## src/rtl/mem60k_arbiter_if.sv

```systemverilog
`default_nettype none
// ============================================================================
// Module   : mem60k_arbiter_if
// Brief    : Request/response bundle for the two arbiter ports plus the RAM side.
// Revision : 1.0 - initial release
// ============================================================================
interface mem60k_arbiter_if #(
   parameter int ADDR_W = 14
);
   // Port A: CPU-side valid/ready with byte strobes
   logic              a_valid;
   logic [ADDR_W-1:0] a_addr;
   logic [31:0]       a_wdata;
   logic [3:0]        a_wstrb;
   logic              a_ready;
   logic [31:0]       a_rdata;
   logic              a_err;

   // Port B: auxiliary full-word port
   logic              b_valid;
   logic [ADDR_W-1:0] b_addr;
   logic [31:0]       b_wdata;
   logic              b_write;
   logic              b_ready;
   logic [31:0]       b_rdata;
   logic              b_err;

   // Single-cycle-latency synchronous RAM
   logic              ram_en;
   logic              ram_write;
   logic [ADDR_W-1:0] ram_addr;
   logic [31:0]       ram_wdata;
   logic [31:0]       ram_rdata;

   // Arbiter side
   modport slave (
      input  a_valid, a_addr, a_wdata, a_wstrb,
      output a_ready, a_rdata, a_err,
      input  b_valid, b_addr, b_wdata, b_write,
      output b_ready, b_rdata, b_err,
      output ram_en, ram_write, ram_addr, ram_wdata,
      input  ram_rdata
   );

   // Requester / RAM-model side
   modport master (
      output a_valid, a_addr, a_wdata, a_wstrb,
      input  a_ready, a_rdata, a_err,
      output b_valid, b_addr, b_wdata, b_write,
      input  b_ready, b_rdata, b_err,
      input  ram_en, ram_write, ram_addr, ram_wdata,
      output ram_rdata
   );
endinterface
`default_nettype wire

```

## src/rtl/mem60k_arbiter.sv

```systemverilog
`default_nettype none
// ============================================================================
// Module   : mem60k_arbiter
// Brief    : Round-robin two-port arbiter for the 12288x32 word store; turns
//            partial-strobe writes into read-modify-write sequences.
// Revision : 1.0 - initial release
// ============================================================================
module mem60k_arbiter #(
   parameter int ADDR_W = 14,
   parameter int DEPTH  = 12288
) (
   input  logic                  clk,
   input  logic                  reset,
   mem60k_arbiter_if.slave       bus
);

   localparam logic [ADDR_W:0] c_depth     = (ADDR_W+1)'(DEPTH);
   localparam logic [3:0]      c_strb_full = 4'hF;
   localparam logic [3:0]      c_strb_read = 4'h0;

   typedef enum logic [2:0] {
      S_IDLE   = 3'd0,
      S_ACCESS = 3'd1,
      S_WAIT   = 3'd2,
      S_MERGE  = 3'd3,
      S_DONE   = 3'd4
   } state_t;

   state_t            r_state;
   state_t            w_state_next;

   // r_port / r_last_grant: 0 = port A, 1 = port B
   logic              r_port;
   logic              r_last_grant;
   logic              r_err;
   logic [ADDR_W-1:0] r_addr;
   logic [31:0]       r_wdata;
   logic [3:0]        r_strb;
   logic [31:0]       r_a_rdata;
   logic [31:0]       r_b_rdata;

   logic              w_any;
   logic              w_grant_b;
   logic [ADDR_W-1:0] w_sel_addr;
   logic [31:0]       w_sel_wdata;
   logic [3:0]        w_sel_strb;
   logic              w_oor;
   logic              w_full;
   logic              w_read;
   logic [31:0]       w_merged;

   // Request selection, evaluated only while IDLE
   always_comb begin
      w_any       = bus.a_valid | bus.b_valid;
      w_grant_b   = bus.b_valid & (~bus.a_valid | ~r_last_grant);
      w_sel_addr  = w_grant_b ? bus.b_addr  : bus.a_addr;
      w_sel_wdata = w_grant_b ? bus.b_wdata : bus.a_wdata;
      w_sel_strb  = w_grant_b ? (bus.b_write ? c_strb_full : c_strb_read) : bus.a_wstrb;
      w_oor       = ({1'b0, w_sel_addr} >= c_depth);
   end

   assign w_full = (r_strb == c_strb_full);
   assign w_read = (r_strb == c_strb_read);

   generate
      for (genvar gi = 0; gi < 4; gi++) begin : g_merge
         assign w_merged[8*gi +: 8] = r_strb[gi] ? r_wdata[8*gi +: 8]
                                                 : bus.ram_rdata[8*gi +: 8];
      end
   endgenerate

   always_ff @(posedge clk) begin
      if (reset) begin
         r_state <= S_IDLE;
      end else begin
         r_state <= w_state_next;
      end
   end

   always_comb begin
      w_state_next = r_state;
      case (r_state)
         S_IDLE: begin
            if (w_any) begin
               w_state_next = w_oor ? S_DONE : S_ACCESS;
            end
         end
         S_ACCESS: w_state_next = w_full ? S_DONE : S_WAIT;
         S_WAIT:   w_state_next = w_read ? S_DONE : S_MERGE;
         S_MERGE:  w_state_next = S_DONE;
         S_DONE:   w_state_next = S_IDLE;
         default:  w_state_next = S_IDLE;
      endcase
   end

   // Latched request fields and per-port response registers.
   // Response registers load on entry to DONE so data is valid with ready.
   always_ff @(posedge clk) begin
      if (reset) begin
         r_port       <= 1'b0;
         r_last_grant <= 1'b1;
         r_err        <= 1'b0;
         r_addr       <= '0;
         r_wdata      <= '0;
         r_strb       <= '0;
         r_a_rdata    <= '0;
         r_b_rdata    <= '0;
      end else begin
         case (r_state)
            S_IDLE: begin
               if (w_any) begin
                  r_port       <= w_grant_b;
                  r_last_grant <= w_grant_b;
                  r_addr       <= w_sel_addr;
                  r_wdata      <= w_sel_wdata;
                  r_strb       <= w_sel_strb;
                  r_err        <= w_oor;
                  if (w_oor && (w_sel_strb == c_strb_read)) begin
                     if (w_grant_b) begin
                        r_b_rdata <= '0;
                     end else begin
                        r_a_rdata <= '0;
                     end
                  end
               end
            end
            S_WAIT: begin
               if (w_read) begin
                  if (r_port) begin
                     r_b_rdata <= bus.ram_rdata;
                  end else begin
                     r_a_rdata <= bus.ram_rdata;
                  end
               end else begin
                  // The merged word replaces the write data for the MERGE cycle
                  r_wdata <= w_merged;
               end
            end
            default: begin
            end
         endcase
      end
   end

   assign bus.a_ready   = (r_state == S_DONE) & ~r_port;
   assign bus.b_ready   = (r_state == S_DONE) &  r_port;
   assign bus.a_err     = (r_state == S_DONE) & ~r_port & r_err;
   assign bus.b_err     = (r_state == S_DONE) &  r_port & r_err;
   assign bus.a_rdata   = r_a_rdata;
   assign bus.b_rdata   = r_b_rdata;

   assign bus.ram_en    = (r_state == S_ACCESS) | (r_state == S_MERGE);
   assign bus.ram_write = ((r_state == S_ACCESS) & w_full) | (r_state == S_MERGE);
   assign bus.ram_addr  = r_addr;
   assign bus.ram_wdata = r_wdata;

endmodule
`default_nettype wire

```

## src/flat_wrapper.sv

```systemverilog
// flat-port wrapper written by rule: the top's interface ports become plain ports
module mem60k_arbiter_flat 
#(
   parameter int ADDR_W = 14,
   parameter int DEPTH  = 12288
)
  (clk, reset, bus_a_valid, bus_a_addr, bus_a_wdata, bus_a_wstrb, bus_a_ready, bus_a_rdata, bus_a_err, bus_b_valid, bus_b_addr, bus_b_wdata, bus_b_write, bus_b_ready, bus_b_rdata, bus_b_err, bus_ram_en, bus_ram_write, bus_ram_addr, bus_ram_wdata, bus_ram_rdata);
  mem60k_arbiter_if #(.ADDR_W(ADDR_W)) bus_i ();
  input  logic clk;
  input  logic reset;
  input wire logic [$bits(bus_i.a_valid)-1:0] bus_a_valid;
  input wire logic [$bits(bus_i.a_addr)-1:0] bus_a_addr;
  input wire logic [$bits(bus_i.a_wdata)-1:0] bus_a_wdata;
  input wire logic [$bits(bus_i.a_wstrb)-1:0] bus_a_wstrb;
  output wire logic [$bits(bus_i.a_ready)-1:0] bus_a_ready;
  output wire logic [$bits(bus_i.a_rdata)-1:0] bus_a_rdata;
  output wire logic [$bits(bus_i.a_err)-1:0] bus_a_err;
  input wire logic [$bits(bus_i.b_valid)-1:0] bus_b_valid;
  input wire logic [$bits(bus_i.b_addr)-1:0] bus_b_addr;
  input wire logic [$bits(bus_i.b_wdata)-1:0] bus_b_wdata;
  input wire logic [$bits(bus_i.b_write)-1:0] bus_b_write;
  output wire logic [$bits(bus_i.b_ready)-1:0] bus_b_ready;
  output wire logic [$bits(bus_i.b_rdata)-1:0] bus_b_rdata;
  output wire logic [$bits(bus_i.b_err)-1:0] bus_b_err;
  output wire logic [$bits(bus_i.ram_en)-1:0] bus_ram_en;
  output wire logic [$bits(bus_i.ram_write)-1:0] bus_ram_write;
  output wire logic [$bits(bus_i.ram_addr)-1:0] bus_ram_addr;
  output wire logic [$bits(bus_i.ram_wdata)-1:0] bus_ram_wdata;
  input wire logic [$bits(bus_i.ram_rdata)-1:0] bus_ram_rdata;
  assign bus_i.a_valid = bus_a_valid;
  assign bus_i.a_addr = bus_a_addr;
  assign bus_i.a_wdata = bus_a_wdata;
  assign bus_i.a_wstrb = bus_a_wstrb;
  assign bus_a_ready = bus_i.a_ready;
  assign bus_a_rdata = bus_i.a_rdata;
  assign bus_a_err = bus_i.a_err;
  assign bus_i.b_valid = bus_b_valid;
  assign bus_i.b_addr = bus_b_addr;
  assign bus_i.b_wdata = bus_b_wdata;
  assign bus_i.b_write = bus_b_write;
  assign bus_b_ready = bus_i.b_ready;
  assign bus_b_rdata = bus_i.b_rdata;
  assign bus_b_err = bus_i.b_err;
  assign bus_ram_en = bus_i.ram_en;
  assign bus_ram_write = bus_i.ram_write;
  assign bus_ram_addr = bus_i.ram_addr;
  assign bus_ram_wdata = bus_i.ram_wdata;
  assign bus_i.ram_rdata = bus_ram_rdata;
  mem60k_arbiter #(.ADDR_W(ADDR_W), .DEPTH(DEPTH)) u_core (.clk(clk), .reset(reset), .bus(bus_i));
endmodule
```

## config.mk

```make
export PLATFORM = sky130hd
export DESIGN_NAME = mem60k_arbiter_flat
export DESIGN_NICKNAME = d
export VERILOG_FILES = /design/src/rtl/mem60k_arbiter_if.sv /design/src/rtl/mem60k_arbiter.sv /design/src/flat_wrapper.sv
export SDC_FILE = /design/constraint.sdc
export NUM_CORES = 1
export LEC_CHECK = 0
export ABC_AREA = 1
export CORE_MARGIN = 10
export CORE_UTILIZATION = 41
export DETAILED_ROUTE_END_ITERATION = 6
export GPL_ROUTABILITY_DRIVEN = 1
export GPL_TIMING_DRIVEN = 0
export MAX_ROUTING_LAYER = met4
export PLACE_DENSITY = 0.8
export SETUP_SLACK_MARGIN = 0.02
export SYNTH_ARGS = -nofsm -noshare
export SYNTH_HDL_FRONTEND = slang
export SYNTH_SLANG_ARGS = --single-unit
```

## constraint.sdc

```tcl
create_clock -name clk -period 1.95 [get_ports clk]
set_input_delay 0.195 -clock clk [delete_from_list [all_inputs] [get_ports clk]]
set_output_delay 0.195 -clock clk [all_outputs]
set_load 0.02 [all_outputs]
```

# Word-level counts from Yosys, hierarchy flattened
# Index checks and enable logic that the tools add are counted.
# word_totals
mem_bits_rw	0
wordCells	83
input_bits	133
n_memories	0
latchBits	0
register_bits	120
rom_bits	0
output_inout_bits	116
# classes
mul	0
shift	0
muxes	28
n_addsub	0
n_eq_ne	17
n_reduce_logical	12
n_lt_le_gt_ge	1
n_bitwise	13
div	0
# ops
op	n
32-bit two-way mux	13
32-bit one-hot mux with 2 select lines	3
8-bit two-way mux	4
4-bit AND reduction	4
14-bit greater-or-equal comparator (second input constant)	1
14-bit two-way mux	1
2-bit != test (second input constant)	7
3-bit two-way mux	4
3-bit one-hot mux with 4 select lines	1
6-bit AND reduction	2
2-bit by 1-bit != test with 1-bit output (second input constant)	5
4-bit zero test	2
4-bit two-way mux	2
1-bit bitwise AND	6
3-bit by 2-bit equality test with 1-bit output (second input constant)	2
4-bit equality test (second input constant)	1
1-bit bitwise OR	4
3-bit by 1-bit equality test with 1-bit output (second input constant)	1
3-bit equality test (second input constant)	1
3-bit zero test	1
1-bit inverter	3
2-bit AND reduction	1
2-bit nonzero test	1
1-bit logical AND	1

# Logic depth before layout (Yosys ltp)
# Gate-level depths: netlist (run 1).
# logic_depth
word_depth	9
mapped_depth	12

# Worst setup path after synthesis (run 1)
# OpenSTA, ideal clock, no wires.
# synth_timing
kind	register -> register
start	reg u_core.r_last_grant
end	reg u_core.r_a_rdata[10], in the netlist u_core.bus.a_rdata[10]
path_buffers	2
slack_ns	0.480
synth_period_minus_slack_ns	1.470
path_stages_with_launch	13
t_arrival_ns	1.337
setup_time_ns	0.132
cell_sequence	dfxtp_1 nand2_1 nand2_2 buf_4 nand2_1 nand3_1 nor2_1 nand2_1 nand2_2 nand2_4 buf_4 nand2_1 a21oi_1
# synth_via
elab_chain_cells	8
word_cells_on_any_way	11
# synth_rtl
element	line	source
start, declared	mem60k_arbiter.sv:34	logic r_last_grant;
start signal, assigned	mem60k_arbiter.sv:113	r_last_grant <= w_grant_b;
1-bit inverter *	mem60k_arbiter.sv:55	w_grant_b = bus.b_valid & (~bus.a_valid | ~r_last_grant);
1-bit bitwise OR *	mem60k_arbiter.sv:55	
1-bit bitwise AND *	mem60k_arbiter.sv:55	
14-bit two-way mux or 4-bit two-way mux (tied branches)	mem60k_arbiter.sv:56, mem60k_arbiter.sv:58	
14-bit greater-or-equal comparator or 4-bit zero test (tied branches)	mem60k_arbiter.sv:59, mem60k_arbiter.sv:118	
1-bit logical AND	mem60k_arbiter.sv:118	if (w_oor && (w_sel_strb == c_strb_read)) begin
2-bit by 1-bit != test with 1-bit output (no line)	n/a	
6-bit AND reduction (no line) *	n/a	
end signal, assigned	mem60k_arbiter.sv:132	r_a_rdata <= bus.ram_rdata;
end, declared	mem60k_arbiter.sv:39	logic [31:0] r_a_rdata;
# Every way passes the cells marked *; elsewhere a longest branch is shown, timed or not.
# A chain may end at the register's enable or synchronous reset.

# Worst setup path after layout (run 1)
# layout_timing
start	reg u_core.r_strb[1]
end	reg u_core.r_a_rdata[8], in the netlist u_core.bus.a_rdata[8]
# layout_via
elab_chain_cells	3
# layout_rtl
element	line	source
start, declared	mem60k_arbiter.sv:38	logic [3:0] r_strb;
start signal, assigned	mem60k_arbiter.sv:116	r_strb <= w_sel_strb;
4-bit zero test	mem60k_arbiter.sv:63	assign w_read = (r_strb == c_strb_read);
2-bit by 1-bit != test with 1-bit output (no line)	n/a	
6-bit AND reduction (no line)	n/a	
# No other way between the ends.

==> metrics.csv, run 1 <==
stage,metric,value,unit
grt,first-pass GRT wire length,32.24,mm
synthesis,Syn. warnings,0,
grt,vias in the first global route,5895,
cells_and_area,synthesis-to-layout area growth,64.66,%
cells_and_area,fillers,1028,
cts,H-tree Lvls,4,
power,Max VDD drop,0.6451,mV
sta,Final period util,93.64,%
synthesis,Mapped Area,5159,um2
synthesis,Area contributors post-synth,"dfxtp_1 (47%), nand2_1 (14%), a21oi_1 (9.0%)",
synthesis,Compound-Gate Fraction of Synth Area,26.58,%
cts,clk slew on worst S/H paths,0.05,ns
synthesis,share of synthesized registers carrying an async set or reset,0,%
critical_path,critical path type,reg2reg,
grt,gr ovfl total,0,
power,PD cells,1230,nW/um2
power,switching power,0.003792,W
synthesis,"Primary FF master, synth",dfxtp_1,
run_status,status,completed,
cts,clock latency on the worst-skew pair,0.41,ns
cells_and_area,share of layout cells above drive strength 1,8.410,%
job,MaxCap Viol Count,0,
floorplanning,IO Count,249,
drt,WL/cell,18.36,um
synthesis,fraction of the yosys area taken by sequential cells,46.57,%
power,Comb power frac,39.9,%
sta,Worst Tran Pin Value,0.7129,ns
grt,initial antenna violation count,1,
power,internal power,0.006652,W
sta,"Hold Vio Cnt, Final",0,
floorplanning,Rows,40,
critical_path,WP data arrival,2.09,ns
synthesis,syn_nets,826,
cts,root buf cell,clkbuf_16,
floorplanning,core area,12160,um2
cts,hold buffer count at cts,0,
grt,largest net degree at the start of global routing,17,
synthesis,Gate Count Post-Synth,693,
synthesis,area share of the largest cell type after synthesis,46.57,%
drt,final WL,21.00,mm
synthesis,xor and xnor fraction of the mapped netlist area,0,%
drt,post-DR vias/cell,5.122,
cts,CTS max path bufs,2,
cts,CTS sink count,120,
critical_path,WP data required,2.22,ns
critical_path,reg-to-reg startpoint,u_core.r_strb[1],
cells_and_area,# nets final,1095,
placement,dpl hpwl,16.18,mm
sta,shortest period the worst path allows,1.826,ns
cells_and_area,Final Non-Filler Cells,1144,
floorplanning,die area,17470,um2
synthesis,Yosys reg bits,120,
drt,# DRC,0,
critical_path,Crit. End Element,flip-flop,
synthesis,top post-synthesis cells by count,"nand2_1 (193), dfxtp_1 (120), a21oi_1 (93), o21ai_0 (68), inv_1 (45)",
min_path,Hold Path Class,in2reg,
min_path,Hold Startpoint,bus_b_addr[10],
synthesis,largest family of logic cells by synthesized area,compound AO/OA/AOI/OAI gates,
synthesis,syn avg cell area,7.444,um2
floorplanning,die width,132.2,um
drt,Detailed Route Iter0 Violations,376,
grt,Tot GR Track Use,23.93,%
critical_path,Critical path origin,u_core.r_strb[1],
critical_path,CP Launch Type,flip-flop,
placement,# port buffers,247,
drt,DRT antenna net count,0,
sta,max_slew headroom,52.47,%
cells_and_area,Multi-input gate area,2357,um2
critical_path,CP max FO,10,
synthesis,Netlist cell types,26,
cells_and_area,register area,2402,um2
floorplanning,Chip Height,132.2,um
synthesis,mux cell area share after synthesis,0,%
drt,routed vias,5860,
sta,Max Fclk,547.7,MHz
synthesis,Post-synth EDFFs,0,
synthesis,Yosys top cell by area,dfxtp_1,
sta,RSZ-0062 raised after global routing,yes,
sta,Final Setup Violations,0,
floorplanning,Starting Density,42.42,%
placement,gpl congestion,0.8897,
sta,clock skew,0.005234,ns
sta,count of final max-slew check failures,0,
placement,placed cells,1108,
power,register share of total power,30.7,%
cts,CTS tree,yes,
cts,CTS buffer count,17,
drt,DRT Pass-1 Iters,5,
synthesis,Synth Area in Adders,0,%
power,leakage,3.396,nW
cells_and_area,"Core Util, Final",69.85,%
synthesis,top-count cell post-synth,nand2_1,
power,Sw Share,36.31,%
power,power share of the clock group,29.4,%
synthesis,post-synthesis simple-gate area fraction,18.48,%
## cell usage in the layout, fill, tap and decap left out, drive strengths merged, types with 19 or more instances in the layout
| cell | n |
|---|---|
| clkbuf | 49 |
| a31oi | 34 |
| o21bai | 28 |
| a21oi | 93 |
| o21ai | 86 |
| inv | 47 |
| clkdlybuf4s50 | 241 |
| buf | 26 |
| nand2 | 199 |
| dfxtp | 120 |
| nor2 | 19 |
## per-layer routing
metal	up-vias	GRT usage, %	routed length (um)
li1	2859	-	-
met1	2684	28.55	9069
met2	268	37.84	10000
met3	49	6.174	1379
met4	0	9.352	550
met5	-	-	0
## worst max-delay path, stage by stage (launching register included)
cell and delay [ns]:
dfxtp_1 0.33, inv_1 0.12, nand4_1 0.23, nand2_8 0.20
nand2_1 0.10, nor2_4 0.26, nand2_4 0.14, buf_6 0.17
nand2_1 0.07, a21oi_1 0.05
## flip-flops by register name (all words and copies together), names as in the netlist
register / cells
u_core.r_port: 1
u_core.bus.ram_wdata: 32
u_core.r_last_grant: 1
u_core.r_state: 3
u_core.bus.a_rdata: 32
u_core.bus.b_rdata: 32
u_core.r_strb: 4
u_core.bus.ram_addr: 14
u_core.r_err: 1
## stage by stage
stage | setup WS [ns] | total power [W] | hold WS, ns | cell area, um2 | setup TNS [ns]
2_1_floorplan | 0.4804 | 0.005447 | 0.3409 | 5159 | 0
3_3_place_gp | -0.2047 | 0.007247 | 0.4423 | 7841 | -12.90
3_5_place_dp | -0.2298 | 0.007292 | 0.4490 | 7841 | -15.82
4_1_cts | 0.06161 | 0.01036 | 0.3311 | 8413 | 0
5_1_grt | -0.002662 | 0.01095 | 0.3485 | 8494 | -0.002662
6_report | 0.1241 | 0.01044 | 0.3434 | 8494 | 0
## power groups by stage
| stage | combinational, W | sequential, W | clock, W |
|---|---|---|---|
| finish | 0.00416 | 0.00321 | 0.00307 |
| global route | 0.00449 | 0.00326 | 0.00320 |
| CTS | 0.00407 | 0.00320 | 0.00309 |
| detailed placement | 0.00405 | 0.00324 | 0 |
| global placement | 0.00402 | 0.00322 | 0 |
| floorplan | 0.00169 | 0.00375 | 0 |
## path summary, 6_finish.rpt
kind,depth (start not counted),slack (ns),endpoint
max,9,0.12,u_core.bus.a_rdata[8]
min,3,0.34,u_core.bus.ram_addr[10]
max reg2reg,9,0.12,u_core.bus.a_rdata[8]
min reg2reg,2,0.46,u_core.bus.b_rdata[31]
## layout make-up
cell class              instances  share of cell area [%]
inverters                      47                   2.077
repair buffers                250                   29.28
clock inverters                 9                   1.149
flip-flops and latches        120                   28.28
well taps                     168                   2.475
clock buffers                  23                   5.627
diodes                          1                 0.02946
multi-input cells             478                   27.75
plain buffers                  48                   3.329
## cell families after synthesis
kind of cell | after synthesis
AO/OA/AOI/OAI | 245
AND/OR/NAND/NOR | 233
flip-flops | 120
buffers and inverters | 95
## timing repair
item / CTS / global route
setup endpoints to repair: 5 / 27
gates resized for setup: 7 / 20
pin swaps: 0 / 4
setup buffers: 0 / 3
Power figures use the tool's default switching activity.
==> inputs of run 2 (changes only) <==
--- a/config.mk
+++ b/config.mk
@@ -7,12 +7,13 @@
 export LEC_CHECK = 0
 export ABC_AREA = 1
 export CORE_MARGIN = 10
-export CORE_UTILIZATION = 41
+export CORE_UTILIZATION = 42
+export CTS_BUF_LIST = sky130_fd_sc_hd__clkbuf_4 sky130_fd_sc_hd__clkbuf_8
 export DETAILED_ROUTE_END_ITERATION = 6
 export GPL_ROUTABILITY_DRIVEN = 1
 export GPL_TIMING_DRIVEN = 0
 export MAX_ROUTING_LAYER = met4
-export PLACE_DENSITY = 0.8
+export PLACE_DENSITY = 0.81
 export SETUP_SLACK_MARGIN = 0.02
 export SYNTH_ARGS = -nofsm -noshare
 export SYNTH_HDL_FRONTEND = slang
==> metrics.csv, run 2 (same netlist as run 1, synthesis figures left out) <==
stage,metric,value,unit
run_status,status,completed,
drt,post-DR vias/cell,5.159,
job,MaxCap Viol Count,0,
grt,initial antenna violation count,1,
power,PD cells,1182,nW/um2
cells_and_area,fillers,1036,
sta,setup tns final,0,ns
floorplanning,Chip Height,130.8,um
placement,gpl congestion,0.8745,
floorplanning,die area,17120,um2
cts,clk slew on worst S/H paths,0.08,ns
sta,Max Fclk,545.4,MHz
floorplanning,core area,12010,um2
grt,largest net degree at the start of global routing,17,
power,total power,0.009791,W
sta,"Hold Vio Cnt, Final",0,
grt,gr ovfl total,0,
sta,Worst Tran Pin Value,0.6980,ns
cts,clock latency on the worst-skew pair,0.44,ns
critical_path,WP data arrival,2.12,ns
floorplanning,die width,130.8,um
critical_path,critical path type,reg2reg,
critical_path,Critical Path End,u_core.bus.a_rdata[7],
power,Max VDD drop,0.6217,mV
critical_path,Crit. End Element,flip-flop,
power,leakage,3.312,nW
cells_and_area,most frequent cells in the layout,"clkdlybuf4s50_1 (241), nand2_1 (193), dfxtp_1 (120), a21oi_1 (93), o21ai_0 (68)",
cts,hold buffer count at cts,0,
cts,H-tree Lvls,4,
sta,clock skew,0.01362,ns
sta,Hold WS,0.3074,ns
cts,root buf cell,clkbuf_8,
critical_path,FF-to-FF setup slack,0.12,ns
drt,DRT antenna net count,0,
cts,CTS sink count,120,
critical_path,Reg-to-Reg End,u_core.bus.a_rdata[7],
cells_and_area,"Core Util, Final",68.98,%
floorplanning,Starting Density,42.95,%
sta,shortest period the worst path allows,1.833,ns
grt,first-pass GRT wire length,30.48,mm
drt,routed vias,5773,
drt,final WL,20.45,mm
cells_and_area,synthesis-to-layout area growth,60.61,%
cts,CTS max path bufs,2,
sta,RSZ-0062 raised after global routing,yes,
drt,# DRC,0,
cts,Setup Buffers After CTS,0,
critical_path,reg-to-reg startpoint,u_core.r_state[2],
critical_path,CP Launch Type,flip-flop,
cts,CTS tree,yes,
cells_and_area,# nets final,1092,
grt,vias in the first global route,5655,
critical_path,CP max FO,10,
sta,Final period util,94.02,%
cells_and_area,share of layout cells above drive strength 1,8.342,%
critical_path,Critical path origin,u_core.r_state[2],
drt,WL/cell,18.28,um
cells_and_area,"commonest non-fill, non-tap cell in the layout",clkdlybuf4s50_1,
placement,dpl hpwl,16.20,mm
min_path,Hold Path Class,in2reg,
critical_path,R2R cell count,10,
grt,Tot GR Track Use,23.88,%
floorplanning,IO Count,249,
drt,Detailed Route Iter0 Violations,371,
sta,Final Setup Violations,0,
drt,DRT Pass-1 Iters,6,
placement,# port buffers,247,
sta,count of final max-slew check failures,0,
critical_path,WP data required,2.24,ns
sta,max_slew headroom,53.47,%
cts,CTS buffer count,17,
floorplanning,Rows,40,
==> run 2: changes by cell type in the layout (fill, tap and decap cells not counted), moves of 2 or more <==
cell / change
clkbuf_8: +16
buf_2: +4
clkbuf_1: -3
clkinv_4: +2
clkinv_2: -4
buf_4: -5
clkbuf_16: -17
bufinv_16: +2
==> run 2: worst min-delay path by stage <==
stage	startpoint	endpoint	slack [ns]	cells past startpoint
after floorplan	bus_b_addr[0]	u_core.bus.ram_addr[0]	0.34	2
after CTS	bus_b_addr[8]	u_core.bus.ram_addr[8]	0.29	3
after global routing	bus_b_addr[11]	u_core.bus.ram_addr[11]	0.31	3
after detailed placement	u_core.r_last_grant	u_core.r_last_grant	0.45	2
after global placement	u_core.r_last_grant	u_core.r_last_grant	0.44	2
final	bus_b_addr[8]	u_core.bus.ram_addr[8]	0.31	3
==> run 2: repair_timing <==
| item | 4_1_cts | 5_1_grt |
|---|---|---|
| cloned | 0 | 0 |
| pin swaps | 0 | 1 |
| gates resized for setup | 8 | 10 |
| endpoints found under the setup margin | 5 | 18 |
| endpoints found under the hold margin | 0 | 0 |
==> run 2: through the flow <==
stage / std cells / cell area [um2] / setup WS [ns]
floorplan: 693 / 5159 / 0.4804
global placement: 1087 / 7815 / -0.1855
detailed placement: 1087 / 7815 / -0.2090
CTS: 1118 / 8258 / 0.03784
global route: 1119 / 8285 / -0.01609
finish: 1119 / 8285 / 0.1166
==> run 2: worst max-delay path, stage by stage (launching register included) <==
cell     delay, ns
dfxtp_1       0.40
nor2_2        0.08
nand2_4       0.14
inv_2         0.10
nand2_4       0.16
nand2_1       0.11
nor2_4        0.24
nand2_4       0.13
buf_4         0.19
nand2_1       0.06
a21oi_1       0.05
==> run 2: final cells by class <==
type                    count  area [um2]  share of cell area, %
diodes                      1       2.502                0.03020
plain buffers              48       269.0                  3.247
clock buffers              20       269.0                  3.247
clock inverters            11       171.4                  2.069
inverters                  47       176.4                  2.129
multi-input cells         478        2346                  28.31
flip-flops and latches    120        2402                  28.99
well taps                 147       183.9                  2.220
repair buffers            247        2465                  29.75
==> run 2: routing by layer <==
metal / part of all wire [%] / global-route usage, % / wire, um
met5: 0 / - / 0
met2: 48 / 38.89 / 9805
met4: 2.0 / 8.371 / 406
met3: 7.8 / 7.051 / 1590
met1: 42 / 27.51 / 8648
==> run 2: power by group <==
group          total [W]  switching (W)  internal (W)
combinational    0.00408        0.00239       0.00169
sequential       0.00320       0.000259       0.00294
clock            0.00251        0.00104       0.00147
